--- src/rtl/credit_based_buffer.sv ---
`default_nettype none
// ============================================================================
// Module   : credit_based_buffer
// Purpose  : Synchronous FIFO with credit-based flow control on both links.
//            Write side issues credits: DEPTH credits after reset, then one
//            credit per drained entry. Read side consumes credits from a
//            pool of READ_CREDITS, replenished by read_credit pulses.
// Ports    : clock, resetn (async, active-low)
//            write_data/write_valid in, write_credit out (registered)
//            read_data/read_valid out (FWFT, read_valid is the pop), read_credit in
//            level/empty/full status, overflow/credit_overflow error pulses
// Options  : CREDIT_BASED_BUFFER_CHECKS_EN - drives the error pulses and adds
//            simulation-only assertions; otherwise the error ports are tied 0.
// Revision : 1.0 - initial release
// ============================================================================
module credit_based_buffer #(
    parameter int WIDTH        = 8,
    parameter int DEPTH        = 4,
    parameter int READ_CREDITS = 4
) (
    input  logic                         clock,
    input  logic                         resetn,
    input  logic [WIDTH-1:0]             write_data,
    input  logic                         write_valid,
    output logic                         write_credit,
    output logic [WIDTH-1:0]             read_data,
    output logic                         read_valid,
    input  logic                         read_credit,
    output logic [$clog2(DEPTH+1)-1:0]   level,
    output logic                         empty,
    output logic                         full,
    output logic                         overflow,
    output logic                         credit_overflow
);

    localparam int LEVEL_W = $clog2(DEPTH + 1);
    localparam int PTR_W   = $clog2(DEPTH);
    localparam int RC_W    = $clog2(READ_CREDITS + 1);

    localparam logic [LEVEL_W-1:0] C_DEPTH    = LEVEL_W'(DEPTH);
    localparam logic [PTR_W-1:0]   C_PTR_LAST = PTR_W'(DEPTH - 1);
    localparam logic [RC_W-1:0]    C_RC_MAX   = RC_W'(READ_CREDITS);

    logic [WIDTH-1:0]   r_mem [DEPTH];
    logic [PTR_W-1:0]   r_wr_ptr;
    logic [PTR_W-1:0]   r_rd_ptr;
    logic [LEVEL_W-1:0] r_level;
    logic [LEVEL_W-1:0] r_pending;
    logic [RC_W-1:0]    r_rd_credits;
    logic               r_write_credit;

    logic               w_empty;
    logic               w_full;
    logic               w_pop;
    logic               w_push;
    logic [LEVEL_W-1:0] w_pending_next;

    assign w_empty = (r_level == '0);
    assign w_full  = (r_level == C_DEPTH);
    assign w_pop   = ~w_empty & (r_rd_credits != '0);
    // A pop in the same cycle frees the slot, so a push at full is still taken.
    assign w_push  = write_valid & (~w_full | w_pop);
    // Freed slots awaiting a grant; never exceeds DEPTH so no extra bit needed.
    assign w_pending_next = r_pending + LEVEL_W'(w_pop);

    assign read_valid   = w_pop;
    assign read_data    = r_mem[r_rd_ptr];
    assign level        = r_level;
    assign empty        = w_empty;
    assign full         = w_full;
    assign write_credit = r_write_credit;

    always_ff @(posedge clock or negedge resetn) begin
        if (!resetn) begin
            r_wr_ptr       <= '0;
            r_rd_ptr       <= '0;
            r_level        <= '0;
            r_pending      <= C_DEPTH;
            r_rd_credits   <= C_RC_MAX;
            r_write_credit <= 1'b0;
        end else begin
            if (w_push) begin
                r_wr_ptr <= (r_wr_ptr == C_PTR_LAST) ? '0 : r_wr_ptr + PTR_W'(1);
            end
            if (w_pop) begin
                r_rd_ptr <= (r_rd_ptr == C_PTR_LAST) ? '0 : r_rd_ptr + PTR_W'(1);
            end
            r_level <= r_level + LEVEL_W'(w_push) - LEVEL_W'(w_pop);

            // Returns at a full pool saturate rather than wrap.
            if (read_credit && !w_pop) begin
                if (r_rd_credits != C_RC_MAX) begin
                    r_rd_credits <= r_rd_credits + RC_W'(1);
                end
            end else if (!read_credit && w_pop) begin
                r_rd_credits <= r_rd_credits - RC_W'(1);
            end

            // Release at most one credit per cycle, oldest backlog first.
            if (w_pending_next != '0) begin
                r_write_credit <= 1'b1;
                r_pending      <= w_pending_next - LEVEL_W'(1);
            end else begin
                r_write_credit <= 1'b0;
                r_pending      <= w_pending_next;
            end
        end
    end

    // Storage carries no reset; contents are don't-care until written.
    always_ff @(posedge clock) begin
        if (w_push) begin
            r_mem[r_wr_ptr] <= write_data;
        end
    end

`ifdef CREDIT_BASED_BUFFER_CHECKS_EN
    logic r_overflow;
    logic r_credit_overflow;

    always_ff @(posedge clock or negedge resetn) begin
        if (!resetn) begin
            r_overflow        <= 1'b0;
            r_credit_overflow <= 1'b0;
        end else begin
            r_overflow        <= write_valid & w_full & ~w_pop;
            r_credit_overflow <= read_credit & ~w_pop & (r_rd_credits == C_RC_MAX);
        end
    end

    assign overflow        = r_overflow;
    assign credit_overflow = r_credit_overflow;

`ifndef SYNTHESIS
    always @(posedge clock) begin
        if (resetn) begin
            assert (r_pending <= C_DEPTH);
            assert (r_level <= C_DEPTH);
        end
    end
`endif
`else
    assign overflow        = 1'b0;
    assign credit_overflow = 1'b0;
`endif

endmodule
`default_nettype wire
--- config.mk ---
export PLATFORM = sky130hd
export DESIGN_NAME = credit_based_buffer
export DESIGN_NICKNAME = d
export VERILOG_FILES = /design/src/rtl/credit_based_buffer.sv
export SDC_FILE = /design/constraint.sdc
export NUM_CORES = 1
export LEC_CHECK = 0
export ABC_CLOCK_PERIOD_IN_PS = 5800
export BUFFER_PORTS_ARGS = -buffer_cell sky130_fd_sc_hd__buf_2
export CAP_MARGIN = 20
export CORE_MARGIN = 10
export CORE_UTILIZATION = 60
export CTS_CLUSTER_DIAMETER = 120
export CTS_CLUSTER_SIZE = 40
export DETAILED_ROUTE_END_ITERATION = 8
export PLACE_DENSITY_LB_ADDON = 0.15
export SLEW_MARGIN = 30
export SYNTH_ARGS = -nofsm -noshare
export SYNTH_HDL_FRONTEND = slang
export SYNTH_SLANG_ARGS = --single-unit
--- constraint.sdc ---
create_clock -name clock -period 5.8 [get_ports clock]
set_input_delay 0.58 -clock clock [delete_from_list [all_inputs] [get_ports clock]]
set_output_delay 0.58 -clock clock [all_outputs]
set_load 0.02 [all_outputs]
Word level (Yosys, flattened, before mapping)
Memories as Yosys holds them, arrays and structs flattened.
Cells that the tools add are included.
{"block": "word_totals", "regBits": 14, "mem_bits_rw": 32, "in_bits": 12, "output_inout_bits": 17, "wordCells": 43, "memories": 1}
{"memory": "r_mem", "words": 4, "width": 8, "rd": 1, "rd_ports_with_merged_regs": 0, "wr": 1, "line": "44", "text": "logic [WIDTH-1:0] r_mem [DEPTH];"}
{"block": "op_classes", "n_addsub": 8, "eq_ne": 5, "n_mux": 9, "bitwise": 5, "reduce_logical": 9}
{"operator": "3-bit two-way mux", "n": 4}
{"operator": "3-bit by 1-bit adder with 3-bit output", "n": 2}
{"operator": "3-bit nonzero test", "n": 2}
{"operator": "3-bit by 1-bit subtractor with 3-bit output, second input constant", "n": 2}
{"operator": "2-bit by 1-bit adder with 2-bit output, second input constant", "n": 2}
{"operator": "2-bit equality test, second input constant", "n": 2}
{"operator": "2-bit two-way mux", "n": 2}
{"operator": "3-bit by 1-bit adder with 3-bit output, second input constant", "n": 1}
{"operator": "3-bit equality test, second input constant", "n": 1}
{"operator": "3-bit zero test", "n": 1}
{"operator": "1-bit two-way mux", "n": 3}
{"operator": "3-bit inequality test, second input constant", "n": 1}
{"operator": "3-bit by 1-bit subtractor with 3-bit output", "n": 1}
{"operator": "1-bit bitwise AND", "n": 2}
{"operator": "1-bit logical AND", "n": 2}
{"operator": "1-bit zero test", "n": 2}
{"operator": "2-bit by 1-bit inequality test with 1-bit output, second input constant", "n": 1}
{"operator": "1-bit NOT", "n": 2}
{"operator": "2-bit AND reduction", "n": 1}
{"operator": "2-bit nonzero test", "n": 1}
{"operator": "1-bit OR", "n": 1}

Logic depth before layout (Yosys ltp)
{"block": "depth", "word_depth": 7, "mapped_depth": 10, "mapped_depth_nobuf": 10}

Worst setup path before layout
No wires, ideal clock.
{"block": "synth_timing", "path_type": "register to register", "start": "register r_level[1], in the netlist level[1]", "end": "register r_level[1], in the netlist level[1]", "setup_time_ns": 0.064, "arrival_ns": 2.407, "t_required_ns": 5.736, "setup_slack_ns": 3.329, "path_stages_with_launch": 8, "path_buffers": 0, "synth_period_minus_slack_ns": 2.471, "cell_sequence": "dfrtp_1 -> nor3b_1 -> a21oi_1 -> mux2_2 -> ha_1 -> inv_1 -> fa_1 -> inv_1"}
{"block": "synth_between", "elab_cells_between_ends": 9, "cone_classes": "2 x add/sub; 1 x eq/ne; 5 x bitwise; 1 x reduce/logical"}
{"item": "from (decl)", "line": "47", "text": "logic [LEVEL_W-1:0] r_level;"}
{"item": "from (signal assigned)", "line": "88", "text": "r_level <= r_level + LEVEL_W'(w_push) - LEVEL_W'(w_pop);"}
{"item": "3-bit equality test", "line": "59", "text": "assign w_full = (r_level == C_DEPTH);"}
{"item": "named net full", "line": "31", "text": "output logic full,"}
{"item": "1-bit NOT", "line": "62", "text": "assign w_push = write_valid & (~w_full | w_pop);"}
{"item": "1-bit OR", "line": "62"}
{"item": "1-bit bitwise AND", "line": "62"}
{"item": "3-bit by 1-bit adder with 3-bit output", "line": "88"}
{"item": "3-bit by 1-bit subtractor with 3-bit output", "line": "88"}
The timed path passes the listed nets, and every way through them passes these cells.
A chain may end at the register's enable or synchronous reset.

Worst setup path after layout
{"block": "layout_timing", "start": "register r_rd_ptr[0]", "end": "output read_data[4]"}
{"block": "layout_between", "elab_chain_cells": 1}
{"item": "from (decl)", "line": "46", "text": "logic [PTR_W-1:0] r_rd_ptr;"}
{"item": "from (signal assigned)", "line": "86", "text": "r_rd_ptr <= (r_rd_ptr == C_PTR_LAST) ? '0 : r_rd_ptr + PTR_W'(1);"}
{"item": "memory 4 x 8 bit"}
{"item": "to (decl)", "line": "26", "text": "output logic [WIDTH-1:0] read_data,"}
Every way passes these cells.

==> metrics <==
CP Cell Sequence mux4_2 -> buf_2; dpl cell area between 0.002 and 0.0025 sq mm; Die X just under 80 um; largest family of logic cells by synthesized area multiplexers; largest area contributor in the netlist edfxtp_1; post-route clock period utilization 0.419; Post-Layout Cell Count a little over 200; initial antenna violation count 0; layout cell share with drive strength beyond 1 0.342; critical path class reg -> out; PortBufs 26; Antenna diodes 0; post-route ant nets 0; Clk pin slew, worst setup/hold paths 0.13 ns; post-DR wirelength/cell ~15 um; Synth Area in XOR/XNOR 0.0213; final core occ 0.684; # hold bufs at CTS 0; Fin. Hold Viols 0; Max FO, Critical Path 11; most numerous cell in the Yosys netlist edfxtp_1; delay-heaviest family, CP flip-flops; Post-synth ARST share 0.304; fmax a little over 0.4 GHz; number of gates resized after CTS 0; Syn Inst Count approximately 130; Core ar. roughly 0.0033 sq mm; Worst Path Buf+Inv 1; Clock Sinks 46; Die Area 0.00618 sq mm; Critical Path End Type output pin; PwrDens ~550 mW/mm^2; DP Wirelength 2290 um; routed via count about 1100; status finished, final reports clean; Max Buffers Root-to-Sink 2; RSZ-0062 raised after global routing false; count of flip-flops with a built-in enable after synthesis 32; Setup Total Neg Slack 0 ns; Required @ worst endpoint around 5.2 ns; commonest cells in the netlist 32 x edfxtp_1, 12 x dfrtp_1, 11 x ha_1; simple logic cell fraction of the synthesized area 0.0687; Worst path max stage delay roughly 0.74 ns; Placement Setup Slack about 3.5 ns; post-CTS setup buffers 0; Worst VDD drop roughly 0.00036 V; Die Ht slightly below 80 um; sequential-to-total area share from yosys stat 0.638; Via-to-Cell Ratio about 5.3; I/O pin cnt 29; synth-to-layout area growth 10.8%; RD Place Congestion about 0.79; max-slew violations 0; worst skew pair latency ~0.35 ns; worst relative slew slack 0.608; yosys warns 0; max_cap viols 0; final WL ~3100 um; top cell type's share of synthesized area 0.467; GR Overflow Total 0; Initial Util 0.617; crit path launch type register; final setup vio count 0; gr usage total 0.112; Total Power 1.26 mW; DRC 0; min-delay worst type in -> async; number of library cell types mapped by synthesis 34; compound-gate portion of the synthesized area 0.0437; Layout Nets roughly 180; placed cells around 200; final hold slack about 0.10 ns; Area contributors post-synth edfxtp_1 47%, dfrtp_1 15%, mux4_2 8.7%, ha_1 6.7%, dfstp_2 2.6%; Rows 21; synthesized flop and latch total 46; vias in the first global route about 1100; first-pass GRT wire length 5420 um; cell area after layout around 0.0023 sq mm; mux share of post-synthesis cell area 0.104; largest net degree at the start of global routing 15; leak pwr 0.902 nW; clock buffer count from CTS 5; Final Skew around 0.013 ns; CTS tree built; Post-Synthesis Mean Instance Area 16.1 sq um; Worst Max-Slew Pin Slew approximately 0.6 ns; slowest CP cell dfrtp_1; Primary FF master, synth edfxtp_1; DRT Pass-1 Iters 4; H-Tree Depth 2; First DRT Iteration DRCs 64; CTS root buffer clkbuf_4; Worst Path Arrival 1.85 ns; Final Critical Period 2.43 ns; adder-cell area share of the yosys netlist 0.0863; Synth Cell Area just over 0.002 sq mm; PnR worst setup slack ~3.4 ns
-- worst register-to-register path: cells and delay by family (launching register included) --
family                     cells  cell delay, ns
DFF                            1            0.60
adders and majority gates      2            0.50
AOI/OAI and AO/OA              1            0.44
xor gates and xnor gates       2            0.32
muxes                          1            0.25
and+or+nand+nor                1            0.08
buffers and inverters          1            0.05
-- kinds of logic after synthesis --
family,after synthesis
AOI/OAI and AO/OA,12
xor gates and xnor gates,5
adders and majority gates,13
buffers and inverters,16
DFF,46
muxes,11
other,1
and+or+nand+nor,24
-- cells in the final DEF (no fill, tap or decap), types with 2 or more instances in the layout --
master	n
nand2_1	3
o21ai_0	5
nand3_1	3
buf_2	26
nor3_1	2
dfstp_2	2
mux2_2	3
mux4_2	8
a21oi_1	2
conb_1	2
xnor2_1	4
and2_1	4
nor2_1	5
inv_1	10
fa_1	2
ha_1	11
clkbuf_4	5
dfrtp_1	12
edfxtp_1	32
-- routing by layer --
metal / track usage / up-vias / wire (um)
li1: - / 522 / -
met1: 0.135 / 535 / 1340
met2: 0.176 / 28 / 1510
met3: 0.0421 / 6 / 238
met4: 0.0502 / 0 / 55
met5: 0 / - / 0
-- state kept, by name, summed over array words and instances (netlist names) --
signal	count
level	3
r_mem	32
r_pending	3
r_rd_credits	3
r_rd_ptr	2
r_wr_ptr	2
write_credit	1
-- layout make-up --
cell class              instances  area (sq um)
clock inverters                 1          5.00
inverters                      11          46.3
well taps                      46          57.6
repair buffers                 26           130
fillers                       261          1050
flip-flops and latches         46          1310
multi-input cells              67           674
clock buffers                   7          55.1
-- power breakdown --
group | switching [mW] | internal [mW] | total (mW)
sequential | 0.0870 | 0.459 | 0.546
combinational | 0.301 | 0.263 | 0.564
clock | 0.0909 | 0.0589 | 0.150
total | 0.479 | 0.781 | 1.26
-- final timing paths --
path	from	end	slack [ns]	cells past startpoint
hold / removal	resetn	r_rd_ptr[1]$_DFFE_PN0N_	0.10	1
setup reg to reg	r_rd_credits[2]$_DFFE_PN1P_	level[2]$_DFF_PN0_	3.51	8
max in group asynchronous	resetn	r_pending[2]$_DFF_PN1_	5.40	1
setup / recovery	r_rd_ptr[0]$_DFFE_PN0N_	read_data[4]	3.37	2
min in group clock	write_data[2]	r_mem[3][2]$_DFFE_PP_	0.44	1
hold reg to reg	level[2]$_DFF_PN0_	level[2]$_DFF_PN0_	0.53	1
Power figures use the tool's default switching activity.
